--- src/rtl/wallace_mul_arbiter.sv ---
// wallace_mul_arbiter
//   Shares one combinational 16x16 Wallace-tree multiplier among NREQ
//   requesters. Round-robin grant in IDLE, operands registered on the
//   request handshake, product registered in MUL, response held in HOLD
//   until the consumer accepts it.
// Ports
//   clk, rst            clock (rising edge), synchronous active-high reset
//   req_valid/req_ready per-requester handshake (ready is one-hot or zero)
//   req_a/req_b         packed operands, requester i at [16*i+15:16*i]
//   rsp_valid/rsp_ready response handshake
//   rsp_z/rsp_id        unsigned product and the id of the issuing requester
//   op_count            completed-response counter, wraps modulo 2^16

// wallace_16X16
//   Unsigned 16x16 -> 32 combinational multiplier. Partial products are
//   reduced with rows of 3:2 carry-save compressors (16->11->8->6->4->3->2
//   rows) followed by one final carry-propagate add.
// Ports
//   a_i, b_i  operands
//   z_o       full-width product
module wallace_16X16 (
    input  logic [15:0] a_i,
    input  logic [15:0] b_i,
    output logic [31:0] z_o
);
    // Two spare entries let the 3:2 grouping index past the live rows safely.
    logic [31:0] rows [18];
    logic [31:0] nxt  [18];
    int unsigned n;
    int unsigned m;

    always_comb begin
        rows = '{default: '0};
        nxt  = '{default: '0};
        n    = 16;
        m    = 0;
        for (int unsigned i = 0; i < 16; i++) begin
            rows[i] = {16'b0, a_i & {16{b_i[i]}}} << i;
        end
        // Six reduction layers; the live row count shrinks each layer and
        // leftover rows that do not fill a 3-group pass straight through.
        for (int unsigned s = 0; s < 6; s++) begin
            nxt = '{default: '0};
            m   = 0;
            for (int unsigned g = 0; g < 6; g++) begin
                if (3 * g + 2 < n) begin
                    nxt[5'(m)]     = rows[5'(3*g)] ^ rows[5'(3*g+1)] ^ rows[5'(3*g+2)];
                    nxt[5'(m + 1)] = ((rows[5'(3*g)]   & rows[5'(3*g+1)]) |
                                      (rows[5'(3*g)]   & rows[5'(3*g+2)]) |
                                      (rows[5'(3*g+1)] & rows[5'(3*g+2)])) << 1;
                    m = m + 2;
                end else begin
                    if (3 * g < n) begin
                        nxt[5'(m)] = rows[5'(3*g)];
                        m = m + 1;
                    end
                    if (3 * g + 1 < n) begin
                        nxt[5'(m)] = rows[5'(3*g+1)];
                        m = m + 1;
                    end
                end
            end
            rows = nxt;
            n    = m;
        end
        z_o = rows[0] + rows[1];
    end
endmodule

module wallace_mul_arbiter #(
    parameter int unsigned NREQ = 4,
    parameter int unsigned IDW  = 2
) (
    input  logic                 clk,
    input  logic                 rst,
    input  logic [NREQ-1:0]      req_valid,
    output logic [NREQ-1:0]      req_ready,
    input  logic [16*NREQ-1:0]   req_a,
    input  logic [16*NREQ-1:0]   req_b,
    output logic                 rsp_valid,
    input  logic                 rsp_ready,
    output logic [31:0]          rsp_z,
    output logic [IDW-1:0]       rsp_id,
    output logic [15:0]          op_count
);
    typedef enum logic [1:0] {IDLE, MUL, HOLD} state_t;

    state_t             state_q, state_d;
    logic [15:0]        a_q, a_d, b_q, b_d;
    logic [IDW-1:0]     id_q, id_d;
    logic [IDW-1:0]     rr_q, rr_d;
    logic [31:0]        z_q, z_d;
    logic [IDW-1:0]     rsp_id_q, rsp_id_d;
    logic               rsp_valid_q, rsp_valid_d;
    logic [15:0]        op_count_q, op_count_d;
    logic [31:0]        prod;
    logic [2*NREQ-1:0]  rot;
    logic               grant_vld;
    logic [IDW-1:0]     grant;

    wallace_16X16 u_mul (
        .a_i (a_q),
        .b_i (b_q),
        .z_o (prod)
    );

    // Rotate the request vector so bit k is requester (rr_q + k) mod NREQ;
    // the lowest set bit then gives the round-robin winner.
    always_comb begin
        rot       = {req_valid, req_valid} >> rr_q;
        grant_vld = 1'b0;
        grant     = '0;
        for (int unsigned k = 0; k < NREQ; k++) begin
            if (!grant_vld && rot[k]) begin
                grant_vld = 1'b1;
                grant     = IDW'((32'(rr_q) + k) % NREQ);
            end
        end
    end

    always_comb begin
        state_d     = state_q;
        a_d         = a_q;
        b_d         = b_q;
        id_d        = id_q;
        rr_d        = rr_q;
        z_d         = z_q;
        rsp_id_d    = rsp_id_q;
        rsp_valid_d = rsp_valid_q;
        op_count_d  = op_count_q;
        req_ready   = '0;
        case (state_q)
            IDLE: begin
                if (grant_vld) begin
                    req_ready = NREQ'(1) << grant;
                    a_d       = req_a[32'(grant)*16 +: 16];
                    b_d       = req_b[32'(grant)*16 +: 16];
                    id_d      = grant;
                    rr_d      = IDW'((32'(grant) + 1) % NREQ);
                    state_d   = MUL;
                end
            end
            MUL: begin
                z_d         = prod;
                rsp_id_d    = id_q;
                rsp_valid_d = 1'b1;
                state_d     = HOLD;
            end
            HOLD: begin
                if (rsp_ready) begin
                    rsp_valid_d = 1'b0;
                    op_count_d  = op_count_q + 16'd1;
                    state_d     = IDLE;
                end
            end
            default: state_d = IDLE;
        endcase
    end

    always_ff @(posedge clk) begin
        if (rst) begin
            state_q     <= IDLE;
            a_q         <= '0;
            b_q         <= '0;
            id_q        <= '0;
            rr_q        <= '0;
            z_q         <= '0;
            rsp_id_q    <= '0;
            rsp_valid_q <= 1'b0;
            op_count_q  <= '0;
        end else begin
            state_q     <= state_d;
            a_q         <= a_d;
            b_q         <= b_d;
            id_q        <= id_d;
            rr_q        <= rr_d;
            z_q         <= z_d;
            rsp_id_q    <= rsp_id_d;
            rsp_valid_q <= rsp_valid_d;
            op_count_q  <= op_count_d;
        end
    end

    assign rsp_valid = rsp_valid_q;
    assign rsp_z     = z_q;
    assign rsp_id    = rsp_id_q;
    assign op_count  = op_count_q;
endmodule

--- config.mk ---
export PLATFORM = sky130hd
export DESIGN_NAME = wallace_mul_arbiter
export DESIGN_NICKNAME = d
export VERILOG_FILES = /design/src/rtl/wallace_mul_arbiter.sv
export SDC_FILE = /design/constraint.sdc
export NUM_CORES = 1
export LEC_CHECK = 0
export BUFFER_PORTS_ARGS = -buffer_cell sky130_fd_sc_hd__buf_2
export CELL_PAD_IN_SITES_DETAIL_PLACEMENT = 1
export CELL_PAD_IN_SITES_GLOBAL_PLACEMENT = 1
export CORE_AREA = 3 3 236 122
export CTS_CLUSTER_DIAMETER = 80
export CTS_CLUSTER_SIZE = 40
export DETAILED_ROUTE_END_ITERATION = 7
export DIE_AREA = 0 0 239 125
export GPL_TIMING_DRIVEN = 0
export PLACE_DENSITY_LB_ADDON = 0.1
export SYNTH_ARGS = -nofsm -noshare
export SYNTH_HDL_FRONTEND = slang
export SYNTH_SLANG_ARGS = --single-unit
--- constraint.sdc ---
create_clock -name clk -period 6.2 [get_ports clk]
set_clock_uncertainty 0.1 [all_clocks]
set_input_delay 0.93 -clock clk [delete_from_list [all_inputs] [get_ports clk]]
set_output_delay 0.93 -clock clk [all_outputs]
set_load 0.05 [all_outputs]
==> metrics.md <==
| Metric | Value |
|---|---|
| Outcome | `finished clean` |
| Dpl cell area | `13,500 sq um` |
| Crit Path Class | `register to register` |
| Leakage | `6.29 nW` |
| Most numerous cell in the Yosys netlist | `nand2_1` |
| Vias in the first global route | `11,800` |
| Avg Vias per Cell | `5.52` |
| Least-Margin Pin Slew | `1.02 ns` |
| H-Tree Depth | `3` |
| Async SR Flop Fraction | `0%` |
| # nets final | `1,990` |
| Layout cells sized above 1 | `20.6%` |
| Relative slew slack | `31.7%` |
| FF-to-FF Start | `b_q[8]` |
| Final Max Tran Viols | `0` |
| Hold buffers post-CTS | `0` |
| DR WL/cell | `23.2 um` |
| First drt pass iteration count | `7` |
| Syn avg cell area | `8.79 sq um` |
| Initial Util | `45.5%` |
| Critical Path Slowest Stage Cell | `fa_1` |
| CP Capture Type | `register` |
| Commonest cells in the synthesized netlist | `219 x nand2_1, 201 x fa_1, 178 x inv_1` |
| End of the critical path | `rsp_z[28]` |
| Post-Syn Area | `12,100 sq um` |
| IO Pins | `between 150 and 200` |
| RR Endpoint | `rsp_z[28]` |
| Clock Sinks | `89` |
| Post-Syn Nets | `1,793` |
| Most used cell along the critical path | `fa_1` |
| Final min period | `6.04 ns` |
| Post-synthesis sequential area ratio | `14.7%` |
| Flop and latch count out of synthesis | `89` |
| DP Cell Count | `approximately 1,900` |
| Max-Cap Viols | `0` |
| Setup violators final | `0` |
| Die area | `29,900 sq um` |
| Clock root buffer | `clkbuf_16` |
| Core area | `26,600 sq um` |
| Clk Latency, worst-skew pair | `0.36 ns` |
| Synthesized instance count | `roughly 1,400` |
| Hold Crit Class | `register to register` |
| Total gr overflow | `0` |
| DR iter-0 viols | `635` |
| Critical path, cell by cell | `clkbuf_8 -> and2_1 -> fa_1 -> inv_1 -> fa_1 -> fa_1 -> inv_1 -> fa_1 -> fa_1 -> ha_1 -> ha_1 -> o21ai_1 -> nor3_2 -> o31a_1 -> o41ai_4 -> a211oi_2 -> or3_1 -> a32o_1` |
| Reg-to-reg setup timing slack | `0.16 ns` |
| Clock tree from TritonCTS | `done` |
| Critical Path Source | `b_q[8]` |
| Primary FF master, synth | `dfxtp_1` |
| Max clock buf depth | `2` |
| Via count | `approximately 11,000` |
| Min Hold Slack | `around 0.36 ns` |
| Total track usage | `30.7%` |
| Arr. time, crit path | `6.19 ns` |
| Residual DRC count | `0` |
| Yosys cell types | `50` |
| Dpl hpwl | `roughly 37 mm` |
| Compound-Gate Fraction of Synth Area | `10.8%` |
| Simple-Gate Fraction of Synth Area | `~18%` |
| Die width | `roughly 240 um` |
| Hold violation total from the final report | `0` |
| Routed Antenna Nets | `0` |
| Non-Filler Instances | `1,929` |
| Total CTS buffers | `9` |
| First-pass GRT wire length | `69.4 mm` |
| Post-synthesis mux area share | `4.77%` |
| Synth Area in XOR/XNOR | `1.81%` |
| Initial antenna violation count | `2` |
| # rows | `42` |
| IO buf count | `188` |
| CP max stage delay | `~0.55 ns` |
| Fin util | `53.5%` |
| Final worst-path cycle share | `between 90% and 100%` |
| Post-synth EDFFs | `0` |
| Post-synthesis adder-cell area fraction | `41.8%` |
| Main area contributors after synthesis | `fa_1 33%, dfxtp_1 15%, ha_1 8.5%` |
| CP startpoint kind | `register` |
| Worst path required time | `6.35 ns` |
| Area leader, netlist | `fa_1` |
| Non-Filler Cell Area, Final | `14,200 sq um` |
| Largest net degree at the start of global routing | `17` |
| R2R depth | `18` |
| Yosys top cell area share | `33.3%` |
| Area Growth Syn to Fin | `17.6%` |
| Worst VDD drop | `0.172 mV` |
| Detailed Route WL | `44.7 mm` |
| Ys Warns | `0` |
| Fmax | `166 MHz` |
| Routability Congestion | `0.963` |
| Largest family of logic cells by synthesized area | `adder cells` |
| P per Cell Area | `262 nW/um^2` |
| DIE HEIGHT | `125 um` |
| CTS clk-pin slew, worst paths | `~0.07 ns` |
| CP max FO | `10` |
[power breakdown]
group / switching [mW] / internal [mW]
logic: 1.48 / 0.874
clock network: 0.266 / 0.276
registers: 0.160 / 0.661
[stage by stage]
step           setup TNS, ns  power [mW]  worst slack [ns]
2_1_floorplan              0        2.08             0.427
3_3_place_gp           -5.52        2.88            -0.675
3_5_place_dp           -5.95        2.92            -0.741
6_report                   0        3.72             0.159
5_1_grt              -0.0246        3.97           -0.0246
4_1_cts                    0        3.57            0.0240
[cell usage in the layout, fill, tap and decap left out, types with 24 or more instances in the layout]
cell / count
fa_1: 200
inv_1: 177
and2_1: 146
o21ai_0: 36
dfxtp_1: 58
nor2_1: 34
ha_1: 73
mux2i_1: 34
buf_2: 195
nand2_1: 219
o22ai_1: 24
clkbuf_1: 31
a21oi_1: 74
[state kept, by name, summed over array words and instances, names as in the netlist]
name and count:
b_q 16, state_q 2, id_q 2, rr_q 2
a_q 16, rsp_id 2, op_count 16, rsp_z 32
rsp_valid 1
[final cells by class]
class / instances / area [sq um]
fillers: 3199 / 12400
inverters: 179 / 672
plain buffers: 70 / 474
well taps: 352 / 440
multi-input cells: 1032 / 9520
clock buffers: 9 / 225
clock inverters: 6 / 52.6
diodes: 1 / 2.50
flip-flops and latches: 89 / 1870
repair buffers: 191 / 963
[critical path, delay by kind of cell, from the launching register on]
kind	cells	cell delay (ns)
compound gates	5	1.23
fa+ha+maj	7	3.27
buf+inv	3	0.32
flops	1	0.38
simple gates	3	0.61
[kinds of logic after synthesis]
group / Yosys count
flops: 89
fa+ha+maj: 283
compound gates: 213
mux: 55
buf+inv: 254
xor+xnor: 25
simple gates: 456
[timing repair]
item | in CTS | in global routing
resized for setup | 125 | 44
pin swaps | 1 | 12
endpoints found under the setup margin | 17 | 9
buffers inserted | 0 | 3
[worst min path at each step]
stage	startpoint	slack [ns]	end	depth (start not counted)
after floorplan	id_q[0]	0.33	rsp_id[0]	2
after global placement	rsp_z[20]	0.34	rsp_z[20]	2
after detailed placement	id_q[0]	0.35	rsp_id[0]	2
after CTS	rsp_z[0]	0.36	rsp_z[0]	2
after global routing	rsp_z[4]	0.38	rsp_z[4]	2
final	rsp_z[0]	0.36	rsp_z[0]	2
[layer usage]
layer | vias up | wire length (um) | share of wire (%) | GRT usage, %
li1 | 4801 | - | - | -
met1 | 5465 | 19800 | 44 | 43.0
met2 | 341 | 20700 | 46 | 48.8
met3 | 46 | 3620 | 8.1 | 7.35
met4 | 0 | 655 | 1.5 | 6.25
met5 | - | 0 | 0 | 0
Note: power is estimated with default switching activity, not from simulation.
